### config.mk
export PLATFORM = sky130hd
export DESIGN_NAME = m_mem_arbiter
export DESIGN_NICKNAME = d
export VERILOG_FILES = /design/src/rtl/m_arb_pkg.sv /design/src/rtl/m_arb_pick.sv /design/src/rtl/m_mem_arbiter.sv
export SDC_FILE = /design/constraint.sdc
export NUM_CORES = 1
export LEC_CHECK = 0
export ABC_AREA = 1
export CAP_MARGIN = 30
export CORE_MARGIN = 2
export CORE_UTILIZATION = 40
export DETAILED_ROUTE_END_ITERATION = 8
export GPL_TIMING_DRIVEN = 0
export HOLD_SLACK_MARGIN = 0.06
export PLACE_DENSITY = 0.88
export SLEW_MARGIN = 40
export SYNTH_ARGS = -nofsm -noshare
export SYNTH_HDL_FRONTEND = slang
export SYNTH_HIERARCHICAL = 1
export SYNTH_SLANG_ARGS = --single-unit
### constraint.sdc
create_clock -name w_clk -period 5.1 [get_ports w_clk]
set_clock_uncertainty 0.1 [all_clocks]
set_input_delay 0.765 -clock w_clk [delete_from_list [all_inputs] [get_ports w_clk]]
set_output_delay 0.765 -clock w_clk [all_outputs]
set_load 0.02 [all_outputs]
### src/rtl/m_arb_pkg.sv
// Shared encodings for the two-port memory arbiter (m_mem_arbiter and m_arb_pick).
package m_arb_pkg;

    localparam int WAIT_W = 4;

    typedef enum logic [1:0] {
        ST_IDLE = 2'd0,
        ST_WAIT = 2'd1,
        ST_RESP = 2'd2
    } state_t;

    typedef enum logic {
        OWN_IF = 1'b0,
        OWN_D  = 1'b1
    } owner_t;

endpackage

### src/rtl/m_arb_pick.sv
// Combinational winner selection: D has priority unless IF has waited MAX_WAIT D grants.
module m_arb_pick
    import m_arb_pkg::*;
#(
    parameter int MAX_WAIT = 3
) (
    input  logic              i_if_valid,
    input  logic              i_d_valid,
    input  logic [WAIT_W-1:0] i_wait_cnt,
    output logic              o_grant_if,
    output logic              o_grant_d
);

    logic w_force_if;

    assign w_force_if = (i_wait_cnt == WAIT_W'(MAX_WAIT));
    assign o_grant_if = i_if_valid && (w_force_if || !i_d_valid);
    assign o_grant_d  = i_d_valid && !o_grant_if;

endmodule

### src/rtl/m_mem_arbiter.sv
// Shares one single-port memory between instruction fetch (IF) and load/store (D).
// Optional grant statistics and starvation pulse are enabled with ARB_STATS_EN.
module m_mem_arbiter
    import m_arb_pkg::*;
#(
    parameter int ADDR_W   = 32,
    parameter int DATA_W   = 32,
    parameter int MEM_LAT  = 1,
    parameter int MAX_WAIT = 3
) (
    input  logic              w_clk,
    input  logic              w_rst,
    input  logic              w_if_valid,
    input  logic [ADDR_W-1:0] w_if_adr,
    output logic              w_if_ready,
    output logic              w_if_rvalid,
    output logic [DATA_W-1:0] w_if_rdata,
    input  logic              w_d_valid,
    input  logic              w_d_we,
    input  logic [ADDR_W-1:0] w_d_adr,
    input  logic [DATA_W-1:0] w_d_wd,
    output logic              w_d_ready,
    output logic              w_d_rvalid,
    output logic [DATA_W-1:0] w_d_rdata,
    output logic              w_mem_req,
    output logic              w_mem_we,
    output logic [ADDR_W-1:0] w_mem_adr,
    output logic [DATA_W-1:0] w_mem_wd,
`ifdef ARB_STATS_EN
    output logic [15:0]       w_if_grants,
    output logic [15:0]       w_d_grants,
    output logic              w_starve_evt,
`endif
    input  logic [DATA_W-1:0] w_mem_rd
);

    state_t            r_state;
    owner_t            r_owner;
    logic [2:0]        r_lat;
    logic [WAIT_W-1:0] r_wait;
    logic [DATA_W-1:0] r_if_rdata;
    logic [DATA_W-1:0] r_d_rdata;

    logic w_can_arb;
    logic w_resp;
    logic w_g_if;
    logic w_g_d;
    logic w_rd_grant;

    // A new access may start in IDLE and also in the response cycle itself.
    assign w_can_arb = !w_rst && (r_state != ST_WAIT);
    assign w_resp    = !w_rst && (r_state == ST_RESP);

    m_arb_pick #(
        .MAX_WAIT (MAX_WAIT)
    ) u_pick (
        .i_if_valid (w_if_valid && w_can_arb),
        .i_d_valid  (w_d_valid && w_can_arb),
        .i_wait_cnt (r_wait),
        .o_grant_if (w_g_if),
        .o_grant_d  (w_g_d)
    );

    assign w_rd_grant = w_g_if || (w_g_d && !w_d_we);

    assign w_if_ready = w_g_if;
    assign w_d_ready  = w_g_d;
    assign w_mem_req  = w_g_if || w_g_d;
    assign w_mem_we   = w_g_d && w_d_we;
    assign w_mem_adr  = w_g_d ? w_d_adr : (w_g_if ? w_if_adr : '0);
    assign w_mem_wd   = w_g_d ? w_d_wd : '0;

    // Read data is forwarded straight from memory in the response cycle, then held.
    assign w_if_rvalid = w_resp && (r_owner == OWN_IF);
    assign w_d_rvalid  = w_resp && (r_owner == OWN_D);
    assign w_if_rdata  = w_if_rvalid ? w_mem_rd : r_if_rdata;
    assign w_d_rdata   = w_d_rvalid ? w_mem_rd : r_d_rdata;

    always_ff @(posedge w_clk) begin
        if (w_rst) begin
            r_state    <= ST_IDLE;
            r_owner    <= OWN_IF;
            r_lat      <= 3'd0;
            r_wait     <= '0;
            r_if_rdata <= '0;
            r_d_rdata  <= '0;
        end else begin
            if (w_if_rvalid) r_if_rdata <= w_mem_rd;
            if (w_d_rvalid)  r_d_rdata  <= w_mem_rd;

            case (r_state)
                ST_IDLE, ST_RESP: begin
                    if (w_rd_grant) begin
                        r_owner <= w_g_d ? OWN_D : OWN_IF;
                        r_lat   <= 3'(MEM_LAT - 1);
                        if (MEM_LAT == 1) r_state <= ST_RESP;
                        else              r_state <= ST_WAIT;
                    end else begin
                        r_state <= ST_IDLE;
                    end
                end
                ST_WAIT: begin
                    r_lat <= r_lat - 3'd1;
                    if (r_lat == 3'd1) r_state <= ST_RESP;
                end
                default: r_state <= ST_IDLE;
            endcase

            // Starvation counter only tracks D grants that IF actually lost.
            if (!w_if_valid || w_g_if) r_wait <= '0;
            else if (w_g_d)            r_wait <= r_wait + WAIT_W'(1);
        end
    end

`ifdef ARB_STATS_EN
    logic [15:0] r_if_grants;
    logic [15:0] r_d_grants;

    always_ff @(posedge w_clk) begin
        if (w_rst) begin
            r_if_grants <= '0;
            r_d_grants  <= '0;
        end else begin
            if (w_g_if && (r_if_grants != 16'hFFFF)) r_if_grants <= r_if_grants + 16'd1;
            if (w_g_d && (r_d_grants != 16'hFFFF))   r_d_grants  <= r_d_grants + 16'd1;
        end
    end

    assign w_if_grants  = r_if_grants;
    assign w_d_grants   = r_d_grants;
    assign w_starve_evt = w_g_if && w_d_valid && (r_wait == WAIT_W'(MAX_WAIT));
`endif

endmodule

### After elaboration in Yosys (flattened, before gate mapping)

Cells that the tools add are included.

| operators by class | value |
|---|---|
| add/subtract/negate cells | 2 |
| equality and inequality tests | 7 |
| mux-type cells | 11 |
| bitwise logic cells | 1 |
| reductions and logical operators | 25 |

Operators by type and width:

| operator | count |
|---|---|
| $mux 32 | 5 |
| $logic_and 1x1->1 | 10 |
| $pmux 3 s2 | 1 |
| $logic_not 1->1 | 5 |
| $add 4x1->4 const B | 1 |
| $eq 4x2->1 const B | 1 |
| $logic_or 1x1->1 | 4 |
| $mux 2 | 2 |
| $ne 2x2->1 const B | 2 |
| $pmux 2 s2 | 1 |
| $reduce_and 2->1 | 2 |
| $reduce_or 2->1 | 2 |
| $eq 3x1->1 const B | 1 |
| $mux 3 | 1 |
| $sub 3x1->3 const B | 1 |
| $eq 2x1->1 const B | 1 |
| $eq 2x2->1 const B | 1 |
| $logic_not 2->1 | 1 |
| $ne 2x1->1 const B | 1 |
| $reduce_bool 2->1 | 1 |
| $mux 1 | 1 |
| $not 1->1 | 1 |

| word-level totals | value |
|---|---|
| bits in registers | 74 |
| bits of input ports | 133 |
| output and inout bits | 134 |
| word-level logic and storage cells | 52 |

### Logic depth before layout (Yosys ltp)

Gate-level depths: netlist (run 1).

| logic depth | value |
|---|---|
| word-level depth | 12 |
| depth in mapped cells | 12 |
| gate-level depth less buffers | 9 |

### By module

Netlist (run 1), hierarchy kept.

By module, submodules not included:

| module | times used | cells an instance | area an instance (um2) | sequential area each (um2) |
|---|---|---|---|---|
| m_mem_arbiter | 1 | 730 | 4063.9 | 1401.3 |
| m_arb_pick | 1 | 11 | 50.0 | 0.0 |

### Least setup slack after synthesis (run 1)

Ideal clock, no wire load.

| timing | value |
|---|---|
| kind | input to output |
| start point | input w_rst |
| end point | output w_mem_adr[22] |
| arrival time | 2.669 ns |
| data required time | 4.235 ns |
| setup slack | 1.566 ns |
| stages | 11 |
| buffers on the path | 5 |
| path through | buf_2 buf_2 buf_2 nor2_1 inv_1 a21oi_1 buf_2 clkinv_1 clkbuf_1 nand3_1 nand2_1 |

| between the ends | value |
|---|---|
| cells in the longest elaborated chain, start to end | 9 |
| elaborated cells on any way between the ends | 11 |
| classes of those cells | mux (2); reduce/logical (9) |

RTL lines:

| what | line | RTL |
|---|---|---|
| start, declared | m_mem_arbiter.sv:12 | `input logic w_rst,` |
| $logic_not 1->1 * | m_mem_arbiter.sv:51 | `assign w_can_arb = !w_rst && (r_state != ST_WAIT);` |
| $logic_and 1x1->1 * | m_mem_arbiter.sv:51 |  |
| $logic_and 1x1->1 | m_mem_arbiter.sv:58 | `.i_d_valid (w_d_valid && w_can_arb),` |
| $logic_not 1->1 | m_arb_pick.sv:17 | `assign o_grant_if = i_if_valid && (w_force_if \|\| !i_d_valid);` |
| $logic_or 1x1->1 | m_arb_pick.sv:17 |  |
| $logic_and 1x1->1 | m_arb_pick.sv:17 |  |
| $logic_not 1->1 | m_arb_pick.sv:18 | `assign o_grant_d = i_d_valid && !o_grant_if;` |
| $logic_and 1x1->1 * | m_arb_pick.sv:18 |  |
| net w_d_ready | m_mem_arbiter.sv:22 | `output logic w_d_ready,` |
| $mux 32 * | m_mem_arbiter.sv:70 | `assign w_mem_adr = w_g_d ? w_d_adr : (w_g_if ? w_if_adr : '0);` |
| end, declared | m_mem_arbiter.sv:27 | `output logic [ADDR_W-1:0] w_mem_adr,` |

The timed path passes the listed nets; every way through them passes the cells marked *.

### Worst setup path in the final report (run 1)

| timing | value |
|---|---|
| start point | input w_rst |
| end point | output w_mem_adr[26] |

| between the ends | value |
|---|---|
| cells in the longest elaborated chain, start to end | 9 |
| elaborated cells on any way between the ends | 11 |
| classes of those cells | mux (2); reduce/logical (9) |

RTL lines:

| what | line |
|---|---|
| $logic_not 1->1 * | m_mem_arbiter.sv:51 |
| $logic_and 1x1->1 * | m_mem_arbiter.sv:51 |
| $logic_and 1x1->1 | m_mem_arbiter.sv:58 |
| $logic_not 1->1 | m_arb_pick.sv:17 |
| $logic_or 1x1->1 | m_arb_pick.sv:17 |
| $logic_and 1x1->1 | m_arb_pick.sv:17 |
| $logic_not 1->1 | m_arb_pick.sv:18 |
| $logic_and 1x1->1 | m_arb_pick.sv:18 |
| $mux 32 * | m_mem_arbiter.sv:70 |

Every way passes the cells marked *; elsewhere a longest branch is shown, timed or not.

==> impl_metrics.tcl, run 1 <==
set metrics [dict create \
    run_status "finished clean" \
    hold_violations 0 \
    dp_hpwl_microns 12300 \
    core_area_sq_mm 0.0101 \
    cts_inserted_buffers 9 \
    routabilityCongestion 0.853 \
    seqPwrFrac 0.378 \
    yosysSeqAreaShare 0.341 \
    grt_pass1_wl_microns 23400 \
    r2r_cells 10 \
    start_util 0.406 \
    routedWlPerCell_microns 12.8 \
    min_period_ps 4360 \
    path_delay_family "buffers and inverters" \
    grt_pass1_vias 4793 \
    cts_tree "built" \
    syn-num-nets 875 \
    critical_path_depth 10 \
    finalCritPeriodShare 0.854 \
    crit_slowest_cell "clkdlybuf4s50_1" \
    synth_seq_cells 70 \
    leakage_nw 4.03 \
    overflow 0 \
    timing.slew.headroom 0.650 \
    setup_tns_ps 0 \
    insertion_delay_ps 330 \
    die_w_microns 105 \
    grt_setup_unrepaired "false" \
    ant_nets 0 \
    seqCellArea_sq_mm 0.00140 \
    synth_cells 741 \
    fmax_mhz 230 \
    critPathMaxStageDelay_ps 750 \
    crit_arrival_ps 3490 \
    drc 0 \
    wl_microns 14800 \
    clockBufferDepth 2 \
    fin_nets 1151 \
    power_switching_uw 441 \
    multiInputGateArea_sq_mm 0.00175 \
    cts-root-buf "clkbuf_8" \
    yosysUniqueCellTypes 18 \
    crit_type "input pin to output port" \
    vias 5087 \
    drive_gt1_frac 0.0411 \
    synthSimpleGateAreaFrac 0.410 \
    row_count 37 \
    first_iter_violations 231 \
    cp-startpoint "w_rst" \
    crit_fanout 10 \
    n_antenna_cell 0 \
    min_path_type "flop to flop" \
    synthAdderAreaFrac 0.00304 \
    synth_area_sq_mm 0.00411 \
    drv_slew 0 \
    vdd_drop_max_uv 137 \
    cts_setup_buffers 0 \
    rr_startpoint "r_wait[0]" \
    p_int_mw 1.05 \
    synth_area_leaders "dfxtp_1 (34%), nand2_1 (22%), inv_1 (19%)" \
    io_pins 267 \
    yosysTopAreaCell "dfxtp_1" \
    antenna_found_initial 0 \
    worstMarginPinSlew_ps 525 \
    synth_top_area_share 0.341 \
    combPwrFrac 0.282 \
    path_common_cell "buf_2" \
    powerDensity_mw_per_mm2 209 \
    ctsHtreeMaxLevel 3 \
    fillers 874 \
    die_h_microns 105 \
    fin_hold_ws_ps 414 \
    first_pass_iters 4 \
    crit_path_start_kind "input pin" \
    grt_start_max_net_pins 15 \
    clock-sinks 70 \
    endpoint_kind "output port" \
    post_cts.resized_instances 0 \
    crit_chain "buf_2, buf_2, buf_2, nor2_1, a21boi_2, clkbuf_1, clkbuf_1, nand3_1, nand2_1, clkdlybuf4s50_1" \
    die-area_sq_mm 0.0111 \
    hold_depth 2 \
    setup_viol 0 \
    postCtsHoldBufs 0 \
    switching_share 0.295 \
    ys_warn_count 6 \
    synth_mux_area_frac 0 \
    min_from "r_wait[1]" \
    synth_top_family_by_area "simple AND/OR/NAND/NOR gates" \
    area_growth_pct 74.2 \
    required_ps 4240 \
    io_buffers 265 \
    clockPowerShare 0.340 \
    grt_usage 0.265 \
    cap_violations 0 \
    cp_num_buf_inv 6 \
    synth-xor-area-share 0.00213 \
    synth-compound-area-share 0.00882 \
    via_per_inst 4.39 \
    cts.clk_slew.worst_paths_ps 70 \
    avgSynthCellArea_sq_um 5.55 \
]
-- cells in the final DEF (no fill, tap or decap), types with 2 or more instances in the layout --
| cell | instances |
|---|---|
| a21oi_1 | 4 |
| buf_1 | 2 |
| buf_2 | 20 |
| bufinv_16 | 2 |
| clkbuf_1 | 20 |
| clkbuf_8 | 9 |
| clkdlybuf4s50_1 | 265 |
| dfxtp_1 | 70 |
| inv_1 | 206 |
| inv_2 | 2 |
| inv_6 | 2 |
| nand2_1 | 239 |
| nand3_1 | 96 |
| nand3_2 | 2 |
| nor2_1 | 73 |
-- cells in the mapped netlist --
master    count
nand2_1     239
inv_1       206
nand3_1      96
nor2_1       73
dfxtp_1      70
buf_2        20
clkbuf_1     20
a21oi_1       4
buf_1         2
inv_2         2
nand3_2       2
a21boi_2      1
clkinv_1      1
ha_1          1
nor2_4        1
nor3_1        1
o21ai_0       1
xor2_1        1
-- flip-flops by register name (all words and copies together), names as in the netlist --
| signal | flops |
|---|---|
| r_state | 1 |
| r_owner | 1 |
| r_d_rdata | 32 |
| r_if_rdata | 32 |
| r_wait | 4 |
-- worst paths after layout --
| kind | to | slack [ps] |
|---|---|---|
| min | r_wait[1] | 410 |
| max | w_mem_adr[26] | 740 |
| min reg2reg | r_wait[1] | 410 |
| max reg2reg | r_wait[3] | 3390 |
-- power groups by stage --
stage	combinational [mW]	sequential, mW	clock [mW]
3_5_place_dp	0.422	0.578	0
6_report	0.421	0.565	0.509
2_1_floorplan	0.182	0.577	0
4_1_cts	0.424	0.565	0.519
5_1_grt	0.454	0.566	0.546
3_3_place_gp	0.418	0.577	0
-- cells by family after synthesis --
| kind of cell | Yosys count |
|---|---|
| buffers and inverters | 251 |
| AO/OA/AOI/OAI | 6 |
| flip-flops | 70 |
| AND/OR/NAND/NOR | 412 |
| XOR/XNOR | 1 |
| adder cells (fa/ha/maj) | 1 |
-- final cells by class --
class,count,area share
Buffer,42,0.0255
Clock buffer,9,0.0173
Clock inverter,7,0.0147
Inverter,209,0.109
Multi-Input combinational cell,420,0.244
Sequential cell,70,0.196
Tap cell,136,0.0237
Timing Repair Buffer,265,0.370
-- metrics by stage --
stage / area (sq um) / std cells / total power [mW] / utilization / setup WS, ps
after floorplan: 4110 / 741 / 0.758 / - / 1570
after global placement: 6940 / 1142 / 0.994 / 0.684 / 725
after detailed placement: 6940 / 1142 / 1.00 / 0.684 / 703
after CTS: 7170 / 1158 / 1.51 / 0.707 / 699
after global routing: 7170 / 1158 / 1.57 / 0.707 / 524
final: 7170 / 1158 / 1.50 / 0.707 / 743
-- tightest hold or removal path, cell delays in order, from the launching register on --
cell and delay [ps]:
dfxtp_1 340, nand2_1 80, a21oi_1 50
-- routing by layer --
layer | vias up | part of all wire | wire, microns | global-route usage
met5 | - | 0 | 0 | 0
met4 | 0 | 0.032 | 477 | 0.109
met3 | 26 | 0.072 | 1060 | 0.0748
met2 | 186 | 0.52 | 7630 | 0.481
met1 | 2221 | 0.38 | 5640 | 0.289
li1 | 2654 | - | - | -
Power figures use the tool's default switching activity.
==> inputs of run 2 (changes only) <==
--- a/config.mk
+++ b/config.mk
@@ -5,14 +5,14 @@
 export SDC_FILE = /design/constraint.sdc
 export NUM_CORES = 1
 export LEC_CHECK = 0
-export ABC_AREA = 1
 export CAP_MARGIN = 30
-export CORE_MARGIN = 2
-export CORE_UTILIZATION = 40
+export CORE_AREA = 2 2 104 106
+export CTS_CLUSTER_DIAMETER = 200
 export DETAILED_ROUTE_END_ITERATION = 8
+export DIE_AREA = 0 0 106 108
+export DONT_BUFFER_PORTS = 1
 export GPL_TIMING_DRIVEN = 0
 export HOLD_SLACK_MARGIN = 0.06
-export PLACE_DENSITY = 0.88
 export SLEW_MARGIN = 40
 export SYNTH_ARGS = -nofsm -noshare
 export SYNTH_HDL_FRONTEND = slang
==> impl_metrics.tcl, run 2 <==
set metrics [dict create \
    grt_setup_unrepaired "false" \
    io_pins 267 \
    drive_gt1_frac 0.210 \
    drt-met1-wl_microns 5730 \
    crit_path_start_kind "input pin" \
    overflow 0 \
    yosysTopAreaCell "dfxtp_1" \
    top_layer "met5" \
    synth_area_sq_mm 0.00382 \
    synth_most_common_cell "nand2_1" \
    required_ps 4240 \
    met2_wirelength_microns 7330 \
    fmax_mhz 243 \
    yosysUniqueCellTypes 27 \
    io_buffers 0 \
    synth_cells 465 \
    first_pass_iters 4 \
    setup_viol 0 \
    ctsHtreeMaxLevel 3 \
    fillers 1048 \
    grt_pass1_vias 3090 \
    start_util 0.374 \
    cts-root-buf "clkbuf_8" \
    grt_pass1_wl_microns 19800 \
    cts_tree "built" \
    post_cts.resized_instances 0 \
    crit_fanout 10 \
    worstMarginPinSlew_ps 912 \
    antenna_found_initial 8 \
    async_flop_share 0 \
    first_iter_violations 157 \
    leakage_nw 1.58 \
    routedWlPerCell_microns 23.5 \
    cts_setup_buffers 0 \
    synth_top_flop_cell "dfxtp_1" \
    core_area_sq_mm 0.0102 \
    ys_warn_count 6 \
    min_path_type "flop to flop" \
    placed_cells 601 \
    timing.slew.headroom 0.392 \
    drv_slew 0 \
    synthTopCellsByCount "nand2_1 (130), dfxtp_1 (70), a21oi_1 (67)" \
    cap_violations 0 \
    cts.clk_slew.worst_paths_ps 70 \
    area_growth_pct 9.95 \
    clockBufferDepth 2 \
    dr_wl_met3_microns 1310 \
    stdcell_count 622 \
    die_w_microns 106 \
    cts_inserted_buffers 9 \
    insertion_delay_ps 340 \
    crit_type "input pin to output port" \
    finalCritPeriodShare 0.806 \
    synth_edf_count 0 \
    syn-num-nets 599 \
    avgSynthCellArea_sq_um 8.22 \
    endpoint_kind "output port" \
    synth_seq_cells 70 \
    wl_microns 14600 \
    die_h_microns 108 \
    clock-sinks 70 \
    vdd_drop_max_uv 148 \
    min_period_ps 4110 \
    via_per_inst 5.50 \
    die-area_sq_mm 0.0114 \
    drc 0 \
    grt_usage 0.239 \
    crit_arrival_ps 3250 \
    postCtsHoldBufs 0 \
    yosysSeqAreaShare 0.367 \
    synth_area_leaders "dfxtp_1 (37%), mux2_2 (19%), nand2_1 (13%)" \
    routabilityCongestion 0.851 \
    row_count 37 \
    powerDensity_mw_per_mm2 288 \
    setup_tns_ps 0 \
    vias 3422 \
    hold_violations 0 \
    grt_start_max_net_pins 14 \
    synth_top_area_share 0.367 \
    dp_hpwl_microns 12000 \
    largestRegisters "r_d_rdata x32, r_if_rdata x32, r_wait x4" \
    fin_nets 610 \
    ant_nets 0 \
    layout_commonest_cell "nand2_1" \
    layout_common_cells "nand2_1 (130), dfxtp_1 (70), a21oi_1 (67), mux2_2 (64), and2_1 (34)" \
    run_status "finished clean" \
]
## run 2: changes by cell type after synthesis, sizes merged, moves of 63 or more
| cell | previous run | this run |
|---|---|---|
| inv | 208 | 3 |
| nand2 | 239 | 130 |
| nand3 | 98 | 0 |
| nor2 | 74 | 5 |
| mux2 | 0 | 64 |
| a21oi | 4 | 67 |
## run 2: kinds of logic after synthesis
kind of cell    Yosys count  share of synthesized area
fa+ha+maj                 1                    0.00327
compound gates          101                      0.164
buf+inv                  44                     0.0550
mux                      65                      0.191
xor+xnor                  3                    0.00688
flops                    70                      0.367
simple gates            181                      0.213
## run 2: metrics by stage
step | cell area [sq um] | power [mW] | hold WS, ps | utilization | setup slack, ps
final | 4200 | 1.21 | 354 | 0.411 | 987
after global routing | 4200 | 1.26 | 376 | 0.410 | 900
after CTS | 4190 | 1.22 | 356 | 0.410 | 1030
after detailed placement | 3990 | 0.777 | 344 | 0.390 | 1040
after global placement | 3990 | 0.775 | 339 | 0.390 | 1050
after floorplan | 3820 | 0.738 | 333 | - | 1720
## run 2: worst paths after layout
path             startpoint  slack (ps)  cells after the start             end
max                   w_rst         990                      8   w_mem_adr[17]
min          r_if_rdata[26]         350                      2  r_if_rdata[26]
max reg2reg       r_wait[2]        2950                      6         r_owner
min reg2reg  r_if_rdata[26]         350                      2  r_if_rdata[26]
## run 2: where the power goes
group	internal [mW]	total, mW	switching (mW)
clock	0.227	0.448	0.220
sequential	0.560	0.567	0.00700
combinational	0.0558	0.197	0.141
## run 2: metal layers
metal | up-vias | GRT usage
li1 | 1596 | -
met1 | 1642 | 0.278
met2 | 160 | 0.415
met3 | 22 | 0.0808
met4 | 2 | 0.0742
met5 | - | 0
## run 2: area by class of cell
type,count,area [sq um],share of cell area
Multi-Input combinational cell,351,2210,0.526
Sequential cell,70,1400,0.333
Buffer,41,199,0.0473
Tap cell,136,170,0.0405
Clock buffer,9,124,0.0295
Clock inverter,7,73.8,0.0176
Antenna cell,5,12.5,0.00298
Inverter,3,11.3,0.00268
## run 2: worst max-delay path, stage by stage
cell	delay, ps
buf_6	110
clkbuf_1	390
nor2b_1	120
a21oi_1	730
nor2b_1	210
clkbuf_1	250
buf_2	300
a22o_1	360
